--- src/rtl/csr_unit.sv ---
// Machine-mode CSR file with prioritised interrupt controller, trap/mret handling and 64-bit counters.
// Optional vectored trap targets are enabled by defining CSR_VECTORED_EN.
module csr_unit #(
   parameter int unsigned MXLEN   = 32,
   parameter int unsigned NUM_IRQ = 6,
   parameter int unsigned HARTID  = 0
) (
   input  logic               i_CLK,
   input  logic               i_RSTn,
   input  logic               i_CSR_EN,
   input  logic [2:0]         i_CSR_FUNCT3,
   input  logic [11:0]        i_CSR_ADDR,
   input  logic [MXLEN-1:0]   i_CSR_WDATA,
   output logic [MXLEN-1:0]   o_CSR_RDATA,
   output logic               o_CSR_ILLEGAL,
   input  logic [NUM_IRQ-1:0] i_IRQ,
   input  logic               i_TRAP_TAKE,
   input  logic               i_MRET,
   input  logic               i_RETIRE,
   input  logic [31:0]        i_PC,
   input  logic [31:0]        i_INSTR,
   output logic               o_IRQ,
   output logic [31:0]        o_TRAP_PC,
   output logic [31:0]        o_MEPC
);

   localparam logic [1:0] OpRw = 2'b01;
   localparam logic [1:0] OpRs = 2'b10;
   localparam logic [1:0] OpRc = 2'b11;

   logic               mstatus_mie_q, mstatus_mpie_q;
   logic [NUM_IRQ-1:0] mie_q, mip_q, pend;
   logic [31:0]        mtvec_q, mscratch_q, mepc_q, mcause_q, mtval_q;
   logic [63:0]        mcycle_q, minstret_q;
   logic [MXLEN-1:0]   rdata, wval;
   logic               implemented, read_only, wr_req, wr_en;
   logic [1:0]         op;
   logic [4:0]         sel;
   logic               unused_ok;

   assign unused_ok = ^{i_CSR_FUNCT3[2], i_PC[1:0]};
   assign op        = i_CSR_FUNCT3[1:0];

   always_comb begin
      implemented = 1'b1;
      read_only   = 1'b0;
      rdata       = '0;
      case (i_CSR_ADDR)
         12'hF11, 12'hF12, 12'hF13: read_only = 1'b1;
         12'hF14: begin read_only = 1'b1; rdata = MXLEN'(HARTID); end
         12'h300: rdata = {24'd0, mstatus_mpie_q, 3'b000, mstatus_mie_q, 3'b000};
         12'h301: begin read_only = 1'b1; rdata = 32'h4000_0100; end
         12'h304: rdata = MXLEN'(mie_q);
         12'h305: rdata = mtvec_q;
         12'h340: rdata = mscratch_q;
         12'h341: rdata = mepc_q;
         12'h342: rdata = mcause_q;
         12'h343: rdata = mtval_q;
         12'h344: begin read_only = 1'b1; rdata = MXLEN'(mip_q); end
         12'hB00: rdata = mcycle_q[31:0];
         12'hB80: rdata = mcycle_q[63:32];
         12'hB02: rdata = minstret_q[31:0];
         12'hB82: rdata = minstret_q[63:32];
         default: implemented = 1'b0;
      endcase
   end

   // RS/RC with a zero operand is a pure read, so it may target read-only CSRs.
   assign wr_req = i_CSR_EN & ((op == OpRw) | (((op == OpRs) | (op == OpRc)) & (|i_CSR_WDATA)));
   assign o_CSR_ILLEGAL = ~implemented | (read_only & wr_req);
   assign wr_en  = wr_req & ~o_CSR_ILLEGAL;
   assign o_CSR_RDATA = rdata;

   always_comb begin
      wval = i_CSR_WDATA;
      case (op)
         OpRs:    wval = rdata | i_CSR_WDATA;
         OpRc:    wval = rdata & ~i_CSR_WDATA;
         default: wval = i_CSR_WDATA;
      endcase
   end

   assign pend = mip_q & mie_q;

   always_comb begin
      sel = '0;
      for (int i = NUM_IRQ - 1; i >= 0; i--) begin
         if (pend[i]) sel = 5'(i);
      end
   end

   assign o_IRQ  = mstatus_mie_q & (|pend);
   assign o_MEPC = mepc_q;

`ifdef CSR_VECTORED_EN
   assign o_TRAP_PC = (mtvec_q[1:0] == 2'b01) ?
                      ({mtvec_q[31:2], 2'b00} + {25'd0, 5'd16 + sel, 2'b00}) :
                      {mtvec_q[31:2], 2'b00};
`else
   assign o_TRAP_PC = mtvec_q;
`endif

   always_ff @(posedge i_CLK) begin
      if (!i_RSTn) begin
         mstatus_mie_q  <= 1'b1;
         mstatus_mpie_q <= 1'b0;
         mie_q          <= '0;
         mip_q          <= '0;
         mtvec_q        <= '0;
         mscratch_q     <= '0;
         mepc_q         <= '0;
         mcause_q       <= '0;
         mtval_q        <= '0;
         mcycle_q       <= '0;
         minstret_q     <= '0;
      end else begin
         mip_q <= i_IRQ;

         if (i_TRAP_TAKE) begin
            mepc_q         <= {i_PC[31:2], 2'b00};
            mtval_q        <= i_INSTR;
            mcause_q       <= {1'b1, 26'd0, 5'd16 + sel};
            mstatus_mpie_q <= mstatus_mie_q;
            mstatus_mie_q  <= 1'b0;
         end else if (i_MRET) begin
            mstatus_mie_q  <= mstatus_mpie_q;
            mstatus_mpie_q <= 1'b1;
         end else if (wr_en) begin
            case (i_CSR_ADDR)
               12'h300: begin
                  mstatus_mie_q  <= wval[3];
                  mstatus_mpie_q <= wval[7];
               end
               12'h341: mepc_q   <= {wval[31:2], 2'b00};
               12'h342: mcause_q <= wval;
               12'h343: mtval_q  <= wval;
               default: ;
            endcase
         end

         if (wr_en) begin
            case (i_CSR_ADDR)
               12'h304: mie_q      <= wval[NUM_IRQ-1:0];
`ifdef CSR_VECTORED_EN
               12'h305: mtvec_q    <= {wval[31:2], wval[1] ? 2'b00 : wval[1:0]};
`else
               12'h305: mtvec_q    <= {wval[31:2], 2'b00};
`endif
               12'h340: mscratch_q <= wval;
               default: ;
            endcase
         end

         // A written counter holds its other half and skips this cycle's increment.
         if (wr_en && i_CSR_ADDR == 12'hB00)      mcycle_q[31:0]  <= wval;
         else if (wr_en && i_CSR_ADDR == 12'hB80) mcycle_q[63:32] <= wval;
         else                                     mcycle_q        <= mcycle_q + 64'd1;

         if (wr_en && i_CSR_ADDR == 12'hB02)      minstret_q[31:0]  <= wval;
         else if (wr_en && i_CSR_ADDR == 12'hB82) minstret_q[63:32] <= wval;
         else if (i_RETIRE)                       minstret_q        <= minstret_q + 64'd1;
      end
   end

endmodule

--- config.mk ---
export PLATFORM = sky130hd
export DESIGN_NAME = csr_unit
export DESIGN_NICKNAME = d
export VERILOG_FILES = /design/src/rtl/csr_unit.sv
export SDC_FILE = /design/constraint.sdc
export NUM_CORES = 1
export LEC_CHECK = 0
export ABC_CLOCK_PERIOD_IN_PS = 3140
export BUFFER_PORTS_ARGS = -buffer_cell sky130_fd_sc_hd__buf_2
export CORE_UTILIZATION = 30
export DETAILED_ROUTE_END_ITERATION = 10
export SLEW_MARGIN = 10
export SYNTH_ARGS = -nofsm -noshare
export SYNTH_HDL_FRONTEND = slang
export SYNTH_SLANG_ARGS = --single-unit
export TNS_END_PERCENT = 50
--- constraint.sdc ---
create_clock -name i_CLK -period 3.14 [get_ports i_CLK]
set_clock_uncertainty 0.2 [all_clocks]
set_input_delay 0.628 -clock i_CLK [delete_from_list [all_inputs] [get_ports i_CLK]]
set_output_delay 0.628 -clock i_CLK [all_outputs]
set_load 0.005 [all_outputs]
# ---- Yosys cells after proc, flatten, opt, wreduce, memory -nomap -nowiden
# Index checks and enable logic that the tools add are counted.
# W data, S select, Z words.
dict set report totals {
  register_bits 298
  latch_bits 0
  ram_bits 0
  rom_bits 0
  output_inout_bits 98
  wordCells 121
  mem_count 0
}
dict set report op_classes {
  add_sub_neg 3
  mul 0
  div 0
  magnitude_cmp 0
  eq_ne 23
  n_shift 0
  mux 37
  n_bitwise 17
  reduce_logical 27
}
# cell n
set ops {}
lappend ops {{$mux W32} 18}
lappend ops {{$pmux W32 S13} 1}
lappend ops {{$add A64 B1 Y64 const B} 2}
lappend ops {{$eq A12 B10 Y1 const B} 9}
lappend ops {{$eq A12 B12 Y1 const B} 8}
lappend ops {{$mux W64} 1}
lappend ops {{$pmux W32 S2} 1}
lappend ops {{$and A32 B32 Y32} 1}
lappend ops {{$not A32 Y32} 1}
lappend ops {{$or A32 B32 Y32} 1}
lappend ops {{$reduce_or A32 Y1} 1}
lappend ops {{$mux W5} 5}
lappend ops {{$reduce_or A17 Y1} 1}
lappend ops {{$reduce_and A2 Y1} 6}
lappend ops {{$reduce_and A3 Y1} 4}
lappend ops {{$reduce_bool A2 Y1} 6}
lappend ops {{$reduce_or A6 Y1} 2}
lappend ops {{$mux W1} 10}
lappend ops {{$and A6 B6 Y6} 1}
lappend ops {{$ne A2 B2 Y1 const B} 3}
lappend ops {{$reduce_bool A3 Y1} 2}
lappend ops {{$add A5 B5 Y5 const A} 1}
lappend ops {{$and A1 B1 Y1} 5}
lappend ops {{$not A1 Y1} 5}
lappend ops {{6 further kinds} 12}

# ---- Logic depth before layout (Yosys ltp)
dict set report depth {
  ltp_word 12
  mapped_depth 12
  mapped_depth_nobuf 8
}

# ---- Least setup slack after synthesis
# Ideal clock, no wire load.
dict set report synth_timing {
  path_kind {input -> output}
  start {input port i_CSR_ADDR[0]}
  end {output port o_CSR_RDATA[27]}
  t_arrival_ps 2156
  slack_ps 156
  stages 7
  path_buffers 3
  path_cell_list {buf_6 -> buf_4 -> buf_2 -> mux2i_1 -> a2bb2oi_1 -> o22ai_1 -> or4_1}
}
dict set report synth_between {
  elab_chain_cells 2
  elab_cells_between_ends 14
}
# element line
set synth_lines {}
lappend synth_lines {{start: declaration} 12} ;# input logic [11:0] i_CSR_ADDR,
lappend synth_lines {{$eq A12 B12 Y1 / $eq A12 B10 Y1 (equally long branches)} 48} ;# case (i_CSR_ADDR)
lappend synth_lines {{$pmux W32 S13 *} 48}
lappend synth_lines {{end: declaration} 14} ;# output logic [MXLEN-1:0] o_CSR_RDATA,
# Every way passes the cells marked *; elsewhere a longest branch is shown, timed or not.

# ---- Worst setup path in the final report
dict set report layout_timing {
  start {input port i_CSR_ADDR[5]}
  end {output port o_CSR_RDATA[14]}
}
# The elaborated chain is that of the path after synthesis.

==> key figures <==
Outcome
  – Status: complete, but fails checks
  – Failing checks: setup timing

Route
  – Average via count per standard cell: 6.00
  – Detail Route Antenna Nets: 0
  – DRT iter0 DRCs: 2796
  – Residual DRC: 0
  – Pre-antenna DRT Iters: 7
  – Total length of routed wires: 104000 µm
  – Total number of vias: 22.2k
  – DR WL/cell: 28.0 µm

Timing
  – Final Max Tran Viols: 0
  – Fin crit share: 107%
  – Final WS setup: -216 ps
  – Slew headroom: 8.55%
  – Fmax: 0.298 GHz
  – Final Hold Viols: 0
  – # setup viols final: 25
  – Min Tclk post-route: 3360 ps
  – Slew @ Worst Pin: 1370 ps
  – RSZ-0062 raised after global routing: yes

Power and ir drop
  – P_leak: 10.5 nW
  – VDD IR-drop max: 0.369 mV
  – Power Total: 9.89 mW
  – PD cells: 375 nW/µm²

Logic synthesis
  – Synth Instances: 2294
  – Asr flop ratio synth: 0%
  – Synth cell types: 108
  – Most numerous cell in the Yosys netlist: nand2_1
  – Area contributors post-synth: dfxtp_1 (33%), nand2_1 (7.3%), a21oi_1 (5.6%)
  – Avg Inst Size Synth: 7.91 µm²
  – Cell Area, Synth: 18100 µm²
  – Synth top cells by count: nand2_1 (354), dfxtp_1 (298), a21oi_1 (203)
  – Register area share after synthesis: 32.9%
  – Share of the synthesized area in the top cell type: 32.9%
  – Yosys warns: 0
  – Synth Register Bits: 298
  – Area leader, netlist: dfxtp_1
  – Main synth FF type: dfxtp_1
  – Post-synth EDFFs: 0

Hold path
  – Hold path startpoint: i_INSTR[21]
  – Worst Hold Class: in -> reg

Final layout
  – Multi-input logic area: 11800 µm²
  – Fraction of layout cells with a size suffix above 1: 34.3%
  – Layout area overhead: 45.5%
  – Final std cells w/o fill: 3708
  – Fillers: 5840
  – Seq. cell area: 5970 µm²
  – Nets: 3031
  – Layout Utilization: 44.5%
  – Design area: 26400 µm²

Worst setup path
  – FF-to-FF End: minstret_q[48]$_SDFFE_PN0P_
  – Most Frequent Cell on Critical Path: buf_12
  – CP Capture Type: output port
  – Worst Setup Start Kind: input pin
  – CP max stage delay: 620 ps
  – Reg2reg setup slack: 120 ps
  – CP max-delay cell: or4b_4
  – Critical path arrival: 2530 ps
  – CP Capture Point: o_CSR_RDATA[14]
  – CP required: 2310 ps
  – Max FO, Critical Path: 6
  – Cells along the critical path: buf_12 -> buf_12 -> or4b_4 -> buf_6 -> nor4_4 -> buf_4 -> a21oi_2 -> nand4_1 -> buf_2
  – WS Path Type: in -> out
  – Reg2reg start: minstret_q[1]$_SDFFE_PN0P_
  – CP Launch Point: i_CSR_ADDR[5]
  – Worst Reg-to-Reg Cells: 7

Die
  – Top-Level Pins: 221
  – Chip width: 248 µm
  – Die height: 248 µm
  – Die Area: 61500 µm²
  – Initial Utilization: 30.6%
  – Core outline area: 59400 µm²
  – Row cnt: 89

Placement
  – Cell Area, Placed: 23600 µm²
  – Detailed-placement wirelength estimate: 80400 µm
  – Cells after DPL: 3579
  – Dpl ws: -529 ps
  – Final Wtd Congestion: 1.03
  – Port bufs: 213

CTS
  – CTS Hold Bufs: 0
  – Root Buffer Master: clkbuf_16
  – Clk buf depth: 3
  – Clock Sinks: 298
  – Worst-path clk slew: 60 ps
  – Skew-Pair Late Insertion Delay: 580 ps
  – CTS H-tree depth: 2
  – TritonCTS Buffers: 37
  – CTS tree: done

Global routing
  – Vias in the first global route: 20.9k
  – GRT Residual Overflow: 0
  – First-pass GRT wire length: 147000 µm
  – GRT Total Usage: 33.0%
  – Largest net degree at the start of global routing: 72
  – Initial antenna violation count: 3

Job
  – Max_cap viols: 0
==> worst max-delay path: cells and delay by family <==
kind / cells / cell delay, ps
compound gates: 1 / 40
simple gates: 3 / 1110
buf+inv: 5 / 740
==> cell type report <==
cell class                 count  area share, %
multi-input combinational   1786           44.6
tap                          773           3.66
inverter                      31          0.445
antenna                        2         0.0190
clock buffer                  52           3.99
timing repair buffer         752           23.8
sequential                   298           22.6
clock inverter                14          0.839
==> where the power goes <==
part / leakage [nW] / internal [mW] / switching (mW)
combinational: 7.48 / 0.568 / 0.787
clock: 0.630 / 2.77 / 1.85
sequential: 2.42 / 3.85 / 0.0652
total: 10.5 / 7.18 / 2.70
==> state kept, by name (all words and copies together) (netlist names) <==
register	cells
mstatus_mpie_q	1
o_TRAP_PC	30
mcause_q	32
mtval_q	32
mstatus_mie_q	1
mie_q	6
mscratch_q	32
minstret_q	64
mip_q	6
mcycle_q	64
o_MEPC	30
==> stage by stage <==
stage               hold WS (ps)  setup TNS, ps
finish                      50.8          -2060
global route                51.4          -2590
CTS                         29.9          -2570
detailed placement           244         -80950
global placement             236         -77320
floorplan                    228              0
==> logic make-up (layout without fill, tap and decap cells) <==
logic type	count (synthesis)	in the layout	synth area share (%)
flip-flops	298	298	32.9
buffers and inverters	213	849	5.82
adder cells (fa/ha/maj)	2	2	0.138
XOR/XNOR	60	60	2.90
AO/OA/AOI/OAI	718	718	26.6
AND/OR/NAND/NOR	902	902	25.8
multiplexers	100	100	5.81
other	1	6	0.0207
==> how the worst min path moves through the flow <==
stage / to / slack, ps / cells after the start
detailed placement: mcause_q[29]$_SDFFE_PP0P_ / 240 / 2
finish: mtval_q[21]$_SDFFE_PN0P_ / 50 / 3
global route: mip_q[4]$_SDFF_PN0_ / 50 / 2
floorplan: mscratch_q[7]$_SDFFE_PN0P_ / 230 / 2
CTS: mtval_q[21]$_SDFFE_PN0P_ / 30 / 3
global placement: mscratch_q[29]$_SDFFE_PN0P_ / 240 / 2
==> layer usage <==
| metal | vias up | share of wire, % | track usage, % |
|---|---|---|---|
| met3 | 302 | 9.2 | 5.75 |
| met1 | 10700 | 41 | 43.5 |
| met4 | 0 | 5.8 | 16.5 |
| li1 | 9771 | - | - |
| met5 | - | 0 | 0 |
| met2 | 1427 | 44 | 51.7 |
==> cells in the final DEF (no fill, tap or decap), drive strengths merged, types with 16 or more instances in the layout <==
cell type / instances
and4: 18
nor4: 39
xor2: 28
nor3: 53
a211oi: 26
or3: 16
and3: 35
and2: 25
a21oi: 206
mux2i: 75
o211ai: 27
inv: 31
nor2: 138
xnor2: 32
a22oi: 40
nand2: 356
o21ai: 149
mux2: 23
a31oi: 28
o31ai: 16
clkbuf: 54
dfxtp: 298
o22ai: 43
nand4: 52
nand3: 101
buf: 749
o21a: 33
==> timing repair <==
action / 4_1_cts / 5_1_grt
setup endpoints to repair: 33 / 34
resized for setup: 111 / 91
setup buffers: 34 / 32
cloned: 2 / 2
pin swaps: 27 / 48
No activity file was read; power rests on OpenSTA's default activity.
